File: config.mk
export PLATFORM = sky130hd
export DESIGN_NAME = rom_stream_flat
export DESIGN_NICKNAME = d
export VERILOG_FILES = /design/src/rtl/rom_stream_if.sv /design/src/rtl/rom_stream.sv /design/src/flat_wrapper.sv
export SDC_FILE = /design/constraint.sdc
export NUM_CORES = 1
export LEC_CHECK = 0
export CORE_ASPECT_RATIO = 0.5
export CORE_MARGIN = 2
export CORE_UTILIZATION = 25
export DETAILED_ROUTE_END_ITERATION = 10
export PLACE_DENSITY = 0.46
export SLEW_MARGIN = 20
export SYNTH_ARGS = -nofsm -noshare
export SYNTH_HDL_FRONTEND = slang
export SYNTH_SLANG_ARGS = --single-unit
File: constraint.sdc
create_clock -name clk -period 4.3 [get_ports clk]
set_clock_uncertainty 0.15 [all_clocks]
set_input_delay 1.075 -clock clk [delete_from_list [all_inputs] [get_ports clk]]
set_output_delay 1.075 -clock clk [all_outputs]
set_load 0.005 [all_outputs]
File: src/rtl/rom_stream_if.sv
// Control, ROM-side and stream-side signals of the rom_stream sequencer.
// master = sequencer side, slave = environment (controller, ROM, consumer).
interface rom_stream_if #(
  parameter int unsigned WIDTH = 8,
  parameter int unsigned DEPTH = 256
);
  localparam int unsigned ADDRW = $clog2(DEPTH);
  localparam int unsigned LENW  = $clog2(DEPTH + 1);

  logic             start;
  logic             abort;
  logic [ADDRW-1:0] base_addr;
  logic [LENW-1:0]  len;
  logic             busy;
  logic             done;
  logic [ADDRW-1:0] rom_addr;
  logic [WIDTH-1:0] rom_data;
  logic [WIDTH-1:0] out_data;
  logic             out_valid;
  logic             out_ready;
  logic             out_last;

  modport master (
    input  start, abort, base_addr, len, rom_data, out_ready,
    output busy, done, rom_addr, out_data, out_valid, out_last
  );

  modport slave (
    output start, abort, base_addr, len, rom_data, out_ready,
    input  busy, done, rom_addr, out_data, out_valid, out_last
  );
endinterface

File: src/rtl/rom_stream.sv
// Address sequencer in front of an asynchronous ROM, streaming words over valid/ready.
// Optional running checksum output enabled by defining ROM_STREAM_CSUM_EN.
module rom_stream #(
  parameter int unsigned WIDTH = 8,
  parameter int unsigned DEPTH = 256
) (
  input  logic                clk,
  input  logic                rst,
  rom_stream_if.master        bus
`ifdef ROM_STREAM_CSUM_EN
  ,
  output logic [WIDTH-1:0]    csum
`endif
);
  localparam int unsigned ADDRW = $clog2(DEPTH);
  localparam int unsigned LENW  = $clog2(DEPTH + 1);

  localparam logic [0:0] StIdle   = 1'b0;
  localparam logic [0:0] StStream = 1'b1;

  logic [0:0]       state_q,     state_d;
  logic [ADDRW-1:0] rd_addr_q,   rd_addr_d;
  logic [LENW-1:0]  remaining_q, remaining_d;
  logic [WIDTH-1:0] out_data_q,  out_data_d;
  logic             out_valid_q, out_valid_d;
  logic             out_last_q,  out_last_d;
  logic             done_q,      done_d;

  logic accept;
  logic load;
  logic fire;

  assign accept = (state_q == StIdle) && bus.start && !bus.abort;
  // Output register may be refilled when empty or being drained this cycle.
  assign load   = !out_valid_q || bus.out_ready;
  assign fire   = out_valid_q && bus.out_ready;

  always_comb begin
    state_d     = state_q;
    rd_addr_d   = rd_addr_q;
    remaining_d = remaining_q;
    out_data_d  = out_data_q;
    out_valid_d = out_valid_q;
    out_last_d  = out_last_q;
    done_d      = 1'b0;

    case (state_q)
      StIdle: begin
        if (accept) begin
          if (bus.len != '0) begin
            state_d     = StStream;
            rd_addr_d   = bus.base_addr;
            remaining_d = bus.len;
          end else begin
            done_d = 1'b1;
          end
        end
      end
      StStream: begin
        if (bus.abort) begin
          state_d     = StIdle;
          out_valid_d = 1'b0;
          out_last_d  = 1'b0;
        end else if ((remaining_q == '0) && fire) begin
          state_d     = StIdle;
          out_valid_d = 1'b0;
          out_last_d  = 1'b0;
          done_d      = 1'b1;
        end else if (load && (remaining_q != '0)) begin
          out_data_d  = bus.rom_data;
          out_valid_d = 1'b1;
          out_last_d  = (remaining_q == LENW'(1));
          rd_addr_d   = ADDRW'(rd_addr_q + 1'b1);
          remaining_d = LENW'(remaining_q - 1'b1);
        end
      end
      default: begin
        state_d     = StIdle;
        out_valid_d = 1'b0;
        out_last_d  = 1'b0;
      end
    endcase
  end

  always_ff @(posedge clk or posedge rst) begin
    if (rst) begin
      state_q     <= StIdle;
      rd_addr_q   <= '0;
      remaining_q <= '0;
      out_data_q  <= '0;
      out_valid_q <= 1'b0;
      out_last_q  <= 1'b0;
      done_q      <= 1'b0;
    end else begin
      state_q     <= state_d;
      rd_addr_q   <= rd_addr_d;
      remaining_q <= remaining_d;
      out_data_q  <= out_data_d;
      out_valid_q <= out_valid_d;
      out_last_q  <= out_last_d;
      done_q      <= done_d;
    end
  end

`ifdef ROM_STREAM_CSUM_EN
  logic [WIDTH-1:0] csum_q, csum_d;

  // Accumulates every accepted beat; holds after done until the next accepted burst.
  always_comb begin
    csum_d = csum_q;
    if (accept) begin
      csum_d = '0;
    end else if (fire) begin
      csum_d = WIDTH'(csum_q + out_data_q);
    end
  end

  always_ff @(posedge clk or posedge rst) begin
    if (rst) begin
      csum_q <= '0;
    end else begin
      csum_q <= csum_d;
    end
  end

  assign csum = csum_q;
`else
  // Checksum path not built.
`endif

  assign bus.busy      = (state_q != StIdle);
  assign bus.done      = done_q;
  assign bus.rom_addr  = rd_addr_q;
  assign bus.out_data  = out_data_q;
  assign bus.out_valid = out_valid_q;
  assign bus.out_last  = out_last_q;
endmodule

File: src/flat_wrapper.sv
// flat-port wrapper written by rule: the top's interface ports become plain ports
module rom_stream_flat 
#(
  parameter int unsigned WIDTH = 8,
  parameter int unsigned DEPTH = 256
)
  (clk, rst, bus_start, bus_abort, bus_base_addr, bus_len, bus_rom_data, bus_out_ready, bus_busy, bus_done, bus_rom_addr, bus_out_data, bus_out_valid, bus_out_last);
  rom_stream_if #(.WIDTH(WIDTH), .DEPTH(DEPTH)) bus_i ();
  input  logic clk;
  input  logic rst;
  input wire logic [$bits(bus_i.start)-1:0] bus_start;
  input wire logic [$bits(bus_i.abort)-1:0] bus_abort;
  input wire logic [$bits(bus_i.base_addr)-1:0] bus_base_addr;
  input wire logic [$bits(bus_i.len)-1:0] bus_len;
  input wire logic [$bits(bus_i.rom_data)-1:0] bus_rom_data;
  input wire logic [$bits(bus_i.out_ready)-1:0] bus_out_ready;
  output wire logic [$bits(bus_i.busy)-1:0] bus_busy;
  output wire logic [$bits(bus_i.done)-1:0] bus_done;
  output wire logic [$bits(bus_i.rom_addr)-1:0] bus_rom_addr;
  output wire logic [$bits(bus_i.out_data)-1:0] bus_out_data;
  output wire logic [$bits(bus_i.out_valid)-1:0] bus_out_valid;
  output wire logic [$bits(bus_i.out_last)-1:0] bus_out_last;
  assign bus_i.start = bus_start;
  assign bus_i.abort = bus_abort;
  assign bus_i.base_addr = bus_base_addr;
  assign bus_i.len = bus_len;
  assign bus_i.rom_data = bus_rom_data;
  assign bus_i.out_ready = bus_out_ready;
  assign bus_busy = bus_i.busy;
  assign bus_done = bus_i.done;
  assign bus_rom_addr = bus_i.rom_addr;
  assign bus_out_data = bus_i.out_data;
  assign bus_out_valid = bus_i.out_valid;
  assign bus_out_last = bus_i.out_last;
  rom_stream #(.WIDTH(WIDTH), .DEPTH(DEPTH)) u_core (.clk(clk), .rst(rst), .bus(bus_i));
endmodule
==> run summary <==
status -> complete, no violations
final setup fails -> 0
vias in the first global route -> 1560
Peak VDD IR -> 0.167 mV
core footprint -> 6670 um^2
CP arrival -> 3210 ps
initial antenna violation count -> 0
CTS buffer count -> 5
CTS clk-pin slew, worst paths -> 50 ps
Worst Path Max Fanout -> 13
CP delay by family, top -> simple AND/OR/NAND/NOR gates
die height -> 62.8 um
drt drc -> 0
worst slack at placement -> 790 ps
DP Wirelength -> 3.67 mm
hold crit path type -> reg2reg
Compound-Gate Fraction of Synth Area -> 25.4%
endpoints failing hold -> 0
crit-path cells -> clkdlybuf4s50_1 > nor2b_1 > o211a_1 > or2_1 > mux2i_1
hold_buf cts -> 0
Detailed Routing Iterations Pass 1 -> 4
DRT iter0 DRCs -> 85
vias per inst -> 4.97
sw frac -> 32.7%
part of the cycle the worst path needs -> 73.6%
top cell type by total area after synthesis -> dfrtp_1
clock tree sinks -> 29
Max Cap Viol -> 0
IO Port Bufs -> 49
fin. max-slew vios -> 0
synthesized area per cell -> 9.92 um^2
Die Width -> 122 um
Seq pwr share -> 36.4%
share of layout cells above drive strength 1 -> 15.2%
ant diodes -> 0
required time of the critical path -> 4340 ps
Yosys top cell area share -> 42.0%
first-pass GRT wire length -> 8.27 mm
grt total ovfl -> 0
post_cts resized -> 0
area delta synth->final -> 42.5%
Clock power frac -> 27.9%
Achievable Freq -> 316 MHz
DIE AREA -> 7630 um^2
P_sw -> 430 uW
Yosys reg bits -> 29
post-synthesis sequential area ratio -> 42.0%
Total GRT Usage -> 13.9%
Crit. End Element -> flip-flop
Setup TNS Final -> 0 ps
fin crit period -> 3170 ps
worst path bufs/invs -> 1
Finished Layout Cells -> 316
Starting Density -> 25.9%
synth warn -> 0
clock latency on the worst-skew pair -> 270 ps
top_reg_cell synth -> dfrtp_1
Pint -> 886 uW
CP Class -> in2reg
EDFF count, synth -> 0
Startpoint Class -> input port
Design Power -> 1.32 mW
final WL -> 5.08 mm
Synth Area in Simple Gates -> 17.3%
row cnt -> 21
Post-Synth XOR/XNOR Area -> 0%
I/O pins -> 50
deepest clock path buffer count -> 2
Synth area leaders -> dfrtp_1 (42%), a221oi_2 (5.2%), mux2_2 (5.2%), o221a_2 (3.9%), nand2_1 (3.7%)
post-synthesis mux area share -> 6.96%
largest net degree at the start of global routing -> 29
Final Wtd Congestion -> 0.821
fill cell count -> 689
Synth async-reset ratio -> 100%
vias -> 1569
slowest stage cell, crit path -> clkdlybuf4s50_1
Post-Synth Adder-Cell Area -> 2.90%
post-layout net count -> 257
final instance area -> 2460 um^2
Leak -> 0.966 nW
H-tree depth -> 2
Wirelength per Cell -> 16.1 um
library cells used by synthesis -> 47
P per Cell Area -> 535 nW/um^2
CTS root buffer -> clkbuf_16
Cells after Synth -> 174
Routed Antenna Nets -> 0
CTS tree -> yes
Comb power frac -> 35.7%
critical path's largest stage delay -> 670 ps
Setup Fix Bufs, Post-CTS -> 0
synthesized cell area -> 1730 um^2
worst slew pin tran -> 839 ps
total nets after synthesis -> 208
placed cell areas -> 2300 um^2
post-route setup slack -> 1130 ps
Slew Limit Headroom -> 44.0%
Cells after DPL -> 308
unrepaired setup endpoints after global routing -> false
main combinational cell family by area after synthesis -> compound AO/OA/AOI/OAI gates
[power groups by stage]
stage	logic, mW	clock network [mW]	registers, mW
after floorplan	0.268	0	0.458
after global placement	0.470	0	0.479
after detailed placement	0.469	0	0.483
after CTS	0.472	0.374	0.480
after global routing	0.519	0.390	0.501
final	0.470	0.368	0.479
[cells in the final DEF (no fill, tap or decap), drive strengths merged, types with 2 or more instances in the layout]
master         instances
a211oi                 3
a21oi                  2
a221oi                 6
a311o                  2
a311oi                 2
a31oi                  4
and3                   2
buf                    2
clkbuf                 7
clkdlybuf4s50         49
clkinv                 2
dfrtp                 29
ha                     4
inv                   12
mux2                   8
mux2i                  3
nand2                 17
nand2b                 2
nand3                  6
nand3b                 2
nand4                  2
nor2                   9
nor3                   5
nor4                   3
o211ai                 2
o21ai                  5
o221a                  6
o22ai                  5
o311a                  2
o311ai                 2
o32ai                  2
or2                    4
or3                    2
[flip-flops by register name (all words and copies together), names as in the netlist]
signal                cells
u_core.bus.rom_addr       8
u_core.bus.done           1
u_core.bus.busy           1
u_core.bus.out_data       8
u_core.bus.out_last       1
u_core.bus.out_valid      1
u_core.remaining_q        9
[per-layer routing]
metal / track usage (%) / wire length, um
met5: 0 / 0
met4: 3.59 / 27
met3: 3.01 / 219
met2: 19.4 / 2140
met1: 21.5 / 2700
[final cells by class]
cell class	instances	area [um^2]	share of cell area, %
multi-input combinational	123	907	36.9
timing repair buffer	51	505	20.5
inverter	13	48.8	1.98
sequential	29	726	29.5
tap	92	115	4.68
clock inverter	1	5.00	0.203
clock buffer	7	153	6.21
[Yosys cell counts (2+ instances only)]
cell type / instances
o211ai_1: 2
o21ai_0: 5
o32ai_1: 2
and3_1: 2
nor2_1: 8
a21oi_1: 2
a311oi_1: 2
or2_2: 3
nand2_1: 17
a311o_1: 2
nand3b_1: 2
buf_2: 3
nand2b_1: 2
nor3_1: 5
mux2_2: 8
o311ai_0: 2
a211oi_1: 3
nor4_1: 3
o221a_2: 6
inv_1: 12
dfrtp_1: 29
a31oi_1: 4
o311a_1: 2
ha_1: 4
o22ai_1: 5
nand4_1: 2
a221oi_2: 6
mux2i_1: 3
or3_1: 2
nand3_1: 6
clkbuf_1: 4
[per-stage QoR]
step	hold slack, ps	util, %
5_1_grt	366	36.9
4_1_cts	356	36.9
2_1_floorplan	355	-
6_report	356	36.9
3_5_place_dp	345	34.5
3_3_place_gp	345	34.5
[path summary, 6_finish.rpt]
path | cells after the start | slack (ps) | end | from
worst max-delay path | 5 | 1130 | u_core.remaining_q[1] | bus_abort
worst min-delay path | 1 | 360 | u_core.bus.out_data[6] | u_core.bus.out_data[6]
worst max register to register | 6 | 1580 | u_core.bus.rom_addr[5] | u_core.remaining_q[0]
worst min register to register | 1 | 360 | u_core.bus.out_data[6] | u_core.bus.out_data[6]
max in group asynchronous | 3 | 2220 | u_core.bus.out_valid | rst
min in group asynchronous | 2 | 1130 | u_core.bus.out_last | rst
[cell families (layout without fill, tap and decap cells)]
logic type	count (synthesis)	count (layout)
AOI/OAI and AO/OA	50	50
adders and majority gates	4	4
buffers and inverters	22	72
muxes	11	11
DFF	29	29
and+or+nand+nor	58	58
Note: power is estimated with default switching activity, not from simulation.
